===== src/rtl/fc_io_controller_if.sv =====
// Streaming link between fc_io_controller and fc_layer.
// master: controller side (start, data_in out); slave: layer side.
interface fc_io_controller_if;
  logic       fc_start;
  logic [7:0] fc_data_in;
  logic       fc_input_req;
  logic [7:0] fc_data_out;
  logic       fc_out_valid;
  logic       fc_done;

  modport master (
    output fc_start,
    output fc_data_in,
    input  fc_input_req,
    input  fc_data_out,
    input  fc_out_valid,
    input  fc_done
  );

  modport slave (
    input  fc_start,
    input  fc_data_in,
    output fc_input_req,
    output fc_data_out,
    output fc_out_valid,
    output fc_done
  );
endinterface


===== src/rtl/fc_io_controller.sv =====
// Host-side feeder/collector for fc_layer: input buffer, start, output buffer.
// Ports: clk, rst_n, host load/start/readback, status flags, fc link (master).
module fc_io_controller #(
  parameter int NUM_INPUTS  = 4,
  parameter int NUM_NEURONS = 10,
  parameter int IA_W        = 2,
  parameter int OA_W        = 4
) (
  input  logic            clk,
  input  logic            rst_n,
  input  logic            host_start,
  input  logic            load_we,
  input  logic [IA_W-1:0] load_addr,
  input  logic [7:0]      load_data,
  input  logic [OA_W-1:0] rd_addr,
  output logic [7:0]      rd_data,
  output logic            busy,
  output logic            result_ready,
  output logic [OA_W-1:0] out_count,
  output logic            overrun,
  output logic            short_run,
  fc_io_controller_if.master fc
);

  typedef enum logic [1:0] {
    IDLE, START, RUN, DONE
  } state_t;

  localparam logic [IA_W-1:0] I_LAST =
    IA_W'(NUM_INPUTS - 1);
  localparam logic [OA_W-1:0] N_MAX =
    OA_W'(NUM_NEURONS);

  state_t state, state_nx;

  logic [7:0] ibuf [NUM_INPUTS];
  logic [7:0] obuf [NUM_NEURONS];

  logic [IA_W-1:0] iptr;
  logic [7:0]      data_q;
  logic            start_o;
  logic            accept, serve, in_run;
  logic            full, cap, drop;
  logic [OA_W-1:0] cnt_nx;

  assign accept = host_start &&
    (state == IDLE || state == DONE);
  assign in_run = (state == RUN);
  assign serve  = fc.fc_input_req &&
    (state == START || state == RUN);
  assign full   = !(out_count < N_MAX);
  assign cap    = in_run && fc.fc_out_valid && !full;
  assign drop   = in_run && fc.fc_out_valid && full;
  // count as it will be after this edge's capture
  assign cnt_nx = cap ? out_count + OA_W'(1)
                      : out_count;

  assign fc.fc_start   = start_o;
  assign fc.fc_data_in = data_q;

  always_ff @(posedge clk or negedge rst_n) begin
    if (!rst_n) state <= IDLE;
    else        state <= state_nx;
  end

  always_comb begin
    state_nx = state;
    unique case (state)
      IDLE:  if (accept) state_nx = START;
      START: state_nx = RUN;
      RUN:   if (fc.fc_done) state_nx = DONE;
      DONE:  if (accept) state_nx = START;
      default: state_nx = IDLE;
    endcase
  end

  always_comb begin
    start_o      = 1'b0;
    busy         = 1'b0;
    result_ready = 1'b0;
    unique case (state)
      START: begin
        start_o = 1'b1;
        busy    = 1'b1;
      end
      RUN:   busy = 1'b1;
      DONE:  result_ready = 1'b1;
      default: ;
    endcase
  end

  always_ff @(posedge clk or negedge rst_n) begin
    if (!rst_n) begin
      iptr      <= '0;
      data_q    <= '0;
      out_count <= '0;
      overrun   <= 1'b0;
      short_run <= 1'b0;
    end else if (accept) begin
      iptr      <= '0;
      out_count <= '0;
      overrun   <= 1'b0;
      short_run <= 1'b0;
    end else begin
      if (serve) begin
        data_q <= ibuf[iptr];
        iptr   <= (iptr == I_LAST) ? '0
                  : iptr + IA_W'(1);
      end
      out_count <= cnt_nx;
      if (drop) overrun <= 1'b1;
      if (in_run && fc.fc_done)
        short_run <= (cnt_nx < N_MAX);
    end
  end

  always_ff @(posedge clk or negedge rst_n) begin
    if (!rst_n) rd_data <= '0;
    else if (32'(rd_addr) < NUM_NEURONS)
      rd_data <= obuf[rd_addr];
    else
      rd_data <= '0;
  end

  // buffer contents are deliberately not reset
  always_ff @(posedge clk) begin
    if (load_we && !busy &&
        32'(load_addr) < NUM_INPUTS)
      ibuf[load_addr] <= load_data;
    if (cap)
      obuf[out_count] <= fc.fc_data_out;
  end

endmodule

===== src/flat_wrapper.sv =====
// flat-port wrapper written by rule: the top's interface ports become plain ports
module fc_io_controller_flat 
#(
  parameter int NUM_INPUTS  = 4,
  parameter int NUM_NEURONS = 10,
  parameter int IA_W        = 2,
  parameter int OA_W        = 4
)
  (clk, rst_n, host_start, load_we, load_addr, load_data, rd_addr, rd_data, busy, result_ready, out_count, overrun, short_run, fc_fc_start, fc_fc_data_in, fc_fc_input_req, fc_fc_data_out, fc_fc_out_valid, fc_fc_done);
  fc_io_controller_if fc_i ();
  input  logic clk;
  input  logic rst_n;
  input  logic host_start;
  input  logic load_we;
  input  logic [IA_W-1:0] load_addr;
  input  logic [7:0] load_data;
  input  logic [OA_W-1:0] rd_addr;
  output logic [7:0] rd_data;
  output logic busy;
  output logic result_ready;
  output logic [OA_W-1:0] out_count;
  output logic overrun;
  output logic short_run;
  output wire logic [$bits(fc_i.fc_start)-1:0] fc_fc_start;
  output wire logic [$bits(fc_i.fc_data_in)-1:0] fc_fc_data_in;
  input wire logic [$bits(fc_i.fc_input_req)-1:0] fc_fc_input_req;
  input wire logic [$bits(fc_i.fc_data_out)-1:0] fc_fc_data_out;
  input wire logic [$bits(fc_i.fc_out_valid)-1:0] fc_fc_out_valid;
  input wire logic [$bits(fc_i.fc_done)-1:0] fc_fc_done;
  assign fc_fc_start = fc_i.fc_start;
  assign fc_fc_data_in = fc_i.fc_data_in;
  assign fc_i.fc_input_req = fc_fc_input_req;
  assign fc_i.fc_data_out = fc_fc_data_out;
  assign fc_i.fc_out_valid = fc_fc_out_valid;
  assign fc_i.fc_done = fc_fc_done;
  fc_io_controller #(.NUM_INPUTS(NUM_INPUTS), .NUM_NEURONS(NUM_NEURONS), .IA_W(IA_W), .OA_W(OA_W)) u_core (.clk(clk), .rst_n(rst_n), .host_start(host_start), .load_we(load_we), .load_addr(load_addr), .load_data(load_data), .rd_addr(rd_addr), .rd_data(rd_data), .busy(busy), .result_ready(result_ready), .out_count(out_count), .overrun(overrun), .short_run(short_run), .fc(fc_i));
endmodule

===== config.mk =====
export PLATFORM = sky130hd
export DESIGN_NAME = fc_io_controller_flat
export DESIGN_NICKNAME = d
export VERILOG_FILES = /design/src/rtl/fc_io_controller_if.sv /design/src/rtl/fc_io_controller.sv /design/src/flat_wrapper.sv
export SDC_FILE = /design/constraint.sdc
export NUM_CORES = 1
export LEC_CHECK = 0
export BUFFER_PORTS_ARGS = -buffer_cell sky130_fd_sc_hd__buf_2
export CAP_MARGIN = 10
export CORE_AREA = 2 2 112 92
export CTS_CLUSTER_DIAMETER = 30
export DETAILED_ROUTE_END_ITERATION = 6
export DIE_AREA = 0 0 114 94
export PLACE_DENSITY = 0.8
export SLEW_MARGIN = 20
export SYNTH_ARGS = -nofsm -noshare
export SYNTH_HDL_FRONTEND = slang
export SYNTH_SLANG_ARGS = --single-unit
export TNS_END_PERCENT = 30

===== constraint.sdc =====
create_clock -name clk -period 2.16 [get_ports clk]
set_input_delay 0.432 -clock clk [delete_from_list [all_inputs] [get_ports clk]]
set_output_delay 0.432 -clock clk [all_outputs]
set_load 0.05 [all_outputs]

==> results.yml, run 1 <==
critical_path:
  cp-start-kind: "register"
  arrival_ns: 1.63
  max_stage_delay_ns: 0.42
  cp_common_cell: "inv_1"
  crit_slowest_cell: "dfrtp_1"
  critical_path_class: "reg2out"
  cp_data_required_time_ns: 1.73
  worst_r2r_endpoint: "u_core.short_run"
  rr_startpoint: "u_core.state[0]"
  worstSetupEndpointType: "primary output"
  path_cells: "inv_1 -> ha_1 -> inv_1 -> buf_2"
  path_max_fanout: 6
  r2r_setup_slack_ns: 0.21
  r2r_cells: 6
status:
  status: "finished clean"
timing:
  layout_min_cycle_time_ns: 2.065
  fmax_mhz: 484.4
  whs_ns: 0.04323
  fin_crit_sh: 0.9558
  relSlewSlack: 0.5796
  rsz0062_at_grt: "no"
  finClkSkew_ns: 0.01023
  worst_pin_slew_ns: 0.6305
  fin_tns_setup_ns: 0
  hold_violations: 0
  setup_viol: 0
  slew_violations: 0
synth:
  synth_edf_count: 112
  synthTopCellsByCount: "112 x edfxtp_1, 40 x mux2i_1, 26 x dfrtp_1"
  yosys_warnings: 0
  synth-main-ff-cell: "edfxtp_1"
  ys_ff_latch: 138
  syn_nets: 348
  synth.most_common_cell: "edfxtp_1"
  synthTopCellsByArea: "edfxtp_1 62%, dfrtp_1 12%, mux2i_1 7.3%"
  synth.distinct_cells: 35
  syn-instance-count: 310
  yosysTopAreaCell: "edfxtp_1"
  ys_seq_area_frac: 0.7348
  async_flop_share: 0.1884
  post-synth-top-area-fraction: 0.6157
  synth_area_um2: 5463
  syn_avg_cell_area_um2: 17.62
grt:
  first_global_vias: 3066
  antenna_found_initial: 0
  track_usage: 0.2237
  grt_max_degree: 41
  grt-ovfl-total: 0
  grt_pass1_wl_mm: 17.14
cts:
  cts-root-buf: "clkbuf_16"
  clock-sinks: 138
  path_clk_slew_ns: 0.06
  clk_latency_ns: 0.41
  post_cts_buffers: 0
  htree_levels: 4
  clockBufferDepth: 2
  hold_buffers: 0
  cts_resized: 0
  cts_buffers: 17
  cts_tree: "done"
floorplanning:
  start_util: 0.5733
  die_height_um: 94
  core_um2: 9529
  ios: 54
  die_w_um: 114
  row_count: 32
  die_area_um2: 10720
detailed_routing:
  wl_per_cell_um: 21.46
  drt-vias-per-instance: 5.837
  dr.pass1.iters: 7
  dr_total_vias: 2971
  drt_iter0_drc: 204
  routed_wl_mm: 10.92
  drc: 0
  postRouteAntennaNets: 0
placement:
  dp_hpwl_mm: 6.948
  place_area_um2: 5864
  dp.cells: 477
  io_buffers: 53
  gp_congestion: 0.8503
run:
  cap_violations: 0
finish:
  instances_no_fill: 509
  nNetsFinal: 415
  antennaDiodeCount: 0
  syn2layout_area_growth_pct: 19.17
  drive_above_1_share: 0.2769
  stdcell_area_um2: 6510
  final_core_util: 0.6832
worst_hold_path:
  hold_path_class: "in2async"
power_and_ir_drop:
  leakage_nw: 2.529
  power_density_nw_per_um2: 1241
  ir_drop_mv: 1.056
==> routing by layer <==
layer  vias up  track usage  share of wire
li1       1339            -              -
met1      1496       0.3207           0.46
met2       125       0.3428           0.48
met3        11      0.05226          0.054
met4         0      0.07520          0.010
met5         -            0              0
==> flip-flops by register name, summed over array words and instances, names as in the netlist <==
name and flops:
u_core.fc.fc_data_in 8, u_core.ibuf 32, u_core.iptr 2, u_core.obuf 80, u_core.out_count 4, u_core.overrun 1
u_core.rd_data 8, u_core.short_run 1, u_core.state 2
==> where the power goes <==
group | leakage (nW) | internal [mW] | total (mW) | switching, mW
logic | 0.891 | 0.596 | 1.65 | 1.05
clock network | 0.304 | 2.08 | 3.13 | 1.05
registers | 1.33 | 3.12 | 3.30 | 0.184
==> cell type report <==
cell class | instances | area (µm²)
clock inverter | 12 | 198.9
inverter | 6 | 22.52
multi-input combinational | 154 | 1349
timing repair buffer | 60 | 330.3
fill | 616 | 3019
clock buffer | 20 | 446.7
sequential | 138 | 4014
tap | 119 | 148.9
==> logic make-up (layout without fill, tap and decap cells) <==
logic type	count (synthesis)	in the layout	synth area share
buf+inv	18	98	0.01832
flops	138	138	0.7348
mux	56	56	0.1283
simple gates	50	50	0.04787
fa+ha+maj	9	9	0.02061
compound gates	38	38	0.04856
xor+xnor	1	1	0.001604
==> per-stage QoR <==
step                      worst slack [ns]  total power [mW]
final                              0.09544             8.082
after global routing               0.02084             8.368
after CTS                          0.07356             8.134
after detailed placement            0.2758             4.977
after global placement              0.3782             4.919
after floorplan                     0.2141             4.551
==> cells in the final DEF, fill, tap and decap left out, types with 3 or more instances in the layout <==
cell / Yosys / final
mux2_4: 8 / 8
nand2_1: 15 / 15
edfxtp_1: 112 / 112
mux4_2: 8 / 8
bufinv_16: 0 / 5
buf_4: 2 / 6
clkbuf_16: 0 / 17
clkinvlp_4: 0 / 3
inv_1: 6 / 6
and4_1: 3 / 3
a21oi_1: 3 / 3
and2_1: 9 / 9
nor3_1: 3 / 3
a22oi_1: 16 / 16
dfrtp_1: 26 / 26
o21ai_0: 3 / 3
ha_1: 9 / 9
buf_2: 2 / 53
mux2i_1: 40 / 40
nor2_1: 11 / 11
o22ai_1: 8 / 8
nor2b_1: 4 / 4
==> worst max-delay path by stage <==
stage                          startpoint                end  slack (ns)  cells after the start
after global placement    u_core.state[0]  u_core.obuf[1][5]        0.38                      6
after global routing      u_core.state[0]               busy        0.02                      4
after CTS                 u_core.state[0]               busy        0.07                      4
after floorplan           u_core.state[0]  u_core.ibuf[1][0]        0.21                      4
after detailed placement  u_core.state[0]  u_core.obuf[1][6]        0.28                      6
final                     u_core.state[0]               busy         0.1                      4
==> critical path, delay by kind of cell, from the launching register on <==
kind / cells / cell delay (ns)
adder cells (fa/ha/maj): 1 / 0.36
buffers and inverters: 3 / 0.44
flip-flops: 1 / 0.42
No activity file was read; power rests on OpenSTA's default activity.
==> inputs of run 2 (changes only) <==
Settings changed: CORE_AREA 2 2 112 92 to 2 2 120 99, DIE_AREA 0 0 114 94 to 0 0 122 101, PLACE_DENSITY 0.8 to 0.71, SLEW_MARGIN 20 to 0.
Clock period 2.16 ns to 1.9 ns, I/O delays scaled along.
==> results.yml, run 2 (synthesis results as in run 1) <==
timing:
  hold_violations: 6
  whs_ns: -0.01349
  layout_min_cycle_time_ns: 1.784
  rsz0062_at_grt: "no"
  fin_crit_sh: 0.9391
  slew_violations: 0
  finClkSkew_ns: 0.01104
  fin_tns_setup_ns: 0
  relSlewSlack: 0.5671
  setup_viol: 0
  setup_slack_ns: 0.1157
  worst_pin_slew_ns: 0.6493
  fmax_mhz: 560.5
status:
  violations: "negative hold slack"
  status: "complete, but fails checks"
worst_hold_path:
  hold_path_class: "in2async"
floorplanning:
  core_um2: 11170
  start_util: 0.4892
  row_count: 35
  ios: 54
  die_w_um: 122
  die_height_um: 101
  die_area_um2: 12320
critical_path:
  rr_startpoint: "u_core.state[0]"
  worst_r2r_endpoint: "u_core.obuf[2][6]"
  worstSetupEndpointType: "primary output"
  endpoint: "busy"
  arrival_ns: 1.40
  path_max_fanout: 6
  r2r_setup_slack_ns: 0.16
  cp-start-kind: "register"
  crit_start: "u_core.state[1]"
  critical_path_class: "reg2out"
  cp_data_required_time_ns: 1.52
  r2r_cells: 6
power_and_ir_drop:
  ir_drop_mv: 0.5992
  swShare: 0.3000
  power_frac_clock: 0.360
  power_density_nw_per_um2: 1362
  power_switching_mw: 2.683
  leakage_nw: 2.549
  internal-power_mw: 6.261
  fin_total_pwr_mw: 8.943
  power_frac_seq: 0.418
  combinationalPowerShare: 0.221
cts:
  path_clk_slew_ns: 0.07
  htree_levels: 4
  clk_latency_ns: 0.41
  clockBufferDepth: 2
  cts_tree: "done"
  post_cts_buffers: 0
  cts-root-buf: "clkbuf_16"
  clock-sinks: 138
  hold_buffers: 0
  cts_buffers: 17
finish:
  instances_no_fill: 544
  reg_top3: "u_core.obuf (80), u_core.ibuf (32)"
  nNetsFinal: 421
  layout_commonest_cell: "edfxtp_1"
  regMostFlops: "u_core.obuf"
  stdcell_area_um2: 6568
  drive_above_1_share: 0.2980
  fill_cells: 853
  final_cell_mix: "112 x edfxtp_1, 52 x buf_2, 40 x mux2i_1"
  largest_reg_flops: 80
  syn2layout_area_growth_pct: 20.22
  final_core_util: 0.5881
  antennaDiodeCount: 0
detailed_routing:
  routed_wl_mm: 10.88
  drt-vias-per-instance: 5.472
  drc: 0
  postRouteAntennaNets: 0
  dr.pass1.iters: 4
  drt_iter0_drc: 265
  wl_per_cell_um: 19.99
  dr_total_vias: 2977
grt:
  grt_pass1_wl_mm: 16.88
  grt-busiest-layer: "met2"
  antenna_found_initial: 0
  grt_max_degree: 41
  grt-ovfl-total: 0
  first_global_vias: 3024
  track_usage: 0.1920
  use_met3: 0.05486
  grt_use_met2: 0.2901
  grt_use_met1: 0.2745
run:
  cap_violations: 0
placement:
  gp_congestion: 0.8061
  place_ws_ns: 0.09936
  io_buffers: 53
  dp_hpwl_mm: 7.391
  dp.cells: 512
  place_area_um2: 5963
run 2: cell count changes in the layout (fill, tap and decap cells not counted), moves of 2 or more:
cell | before | now
buf_4 | 6 | 12
bufinv_16 | 5 | 2
clkbuf_1 | 2 | 0
clkinv_4 | 2 | 5
clkinvlp_4 | 3 | 1
inv_6 | 0 | 5
run 2: final cells by class:
class / count / area [µm²] / share of cell area
inverter: 6 / 22.52 / 0.003429
multi-input combinational: 154 / 1366 / 0.2080
sequential: 138 / 4014 / 0.6112
clock buffer: 17 / 425.4 / 0.06477
clock inverter: 15 / 163.9 / 0.02496
tap: 148 / 185.2 / 0.02820
timing repair buffer: 66 / 390.4 / 0.05944
run 2: worst max-delay path, stage by stage, from the launching register on:
cell and delay (ns):
dfrtp_1 0.43, ha_4 0.33, inv_1 0.06, buf_4 0.18
run 2: power groups by stage:
stage                     Sequential, mW  Clock, mW  Combinational, mW
final                               3.74       3.22               1.98
after global routing                3.78       3.41               2.10
after CTS                           3.74       3.27               1.96
after detailed placement            3.80          0               1.93
after global placement              3.79          0               1.90
after floorplan                     4.13          0               1.04
run 2: per-layer routing:
layer  part of all wire  wire, µm
met2               0.47      5066
met4             0.0087        95
met5                  0         0
met1               0.46      5021
met3              0.064       693
run 2: how the worst min path moves through the flow:
stage | end | depth (start not counted)
floorplan | u_core.fc.fc_data_in[0] | 0
global placement | u_core.fc.fc_data_in[5] | 1
detailed placement | u_core.fc.fc_data_in[5] | 1
CTS | u_core.fc.fc_data_in[5] | 1
global route | u_core.fc.fc_data_in[5] | 1
finish | u_core.fc.fc_data_in[5] | 1
run 2: timing repair:
action | in CTS | in global routing
pin swaps | 0 | 0
resized for setup | 2 | 1
setup endpoints to repair | 1 | 9
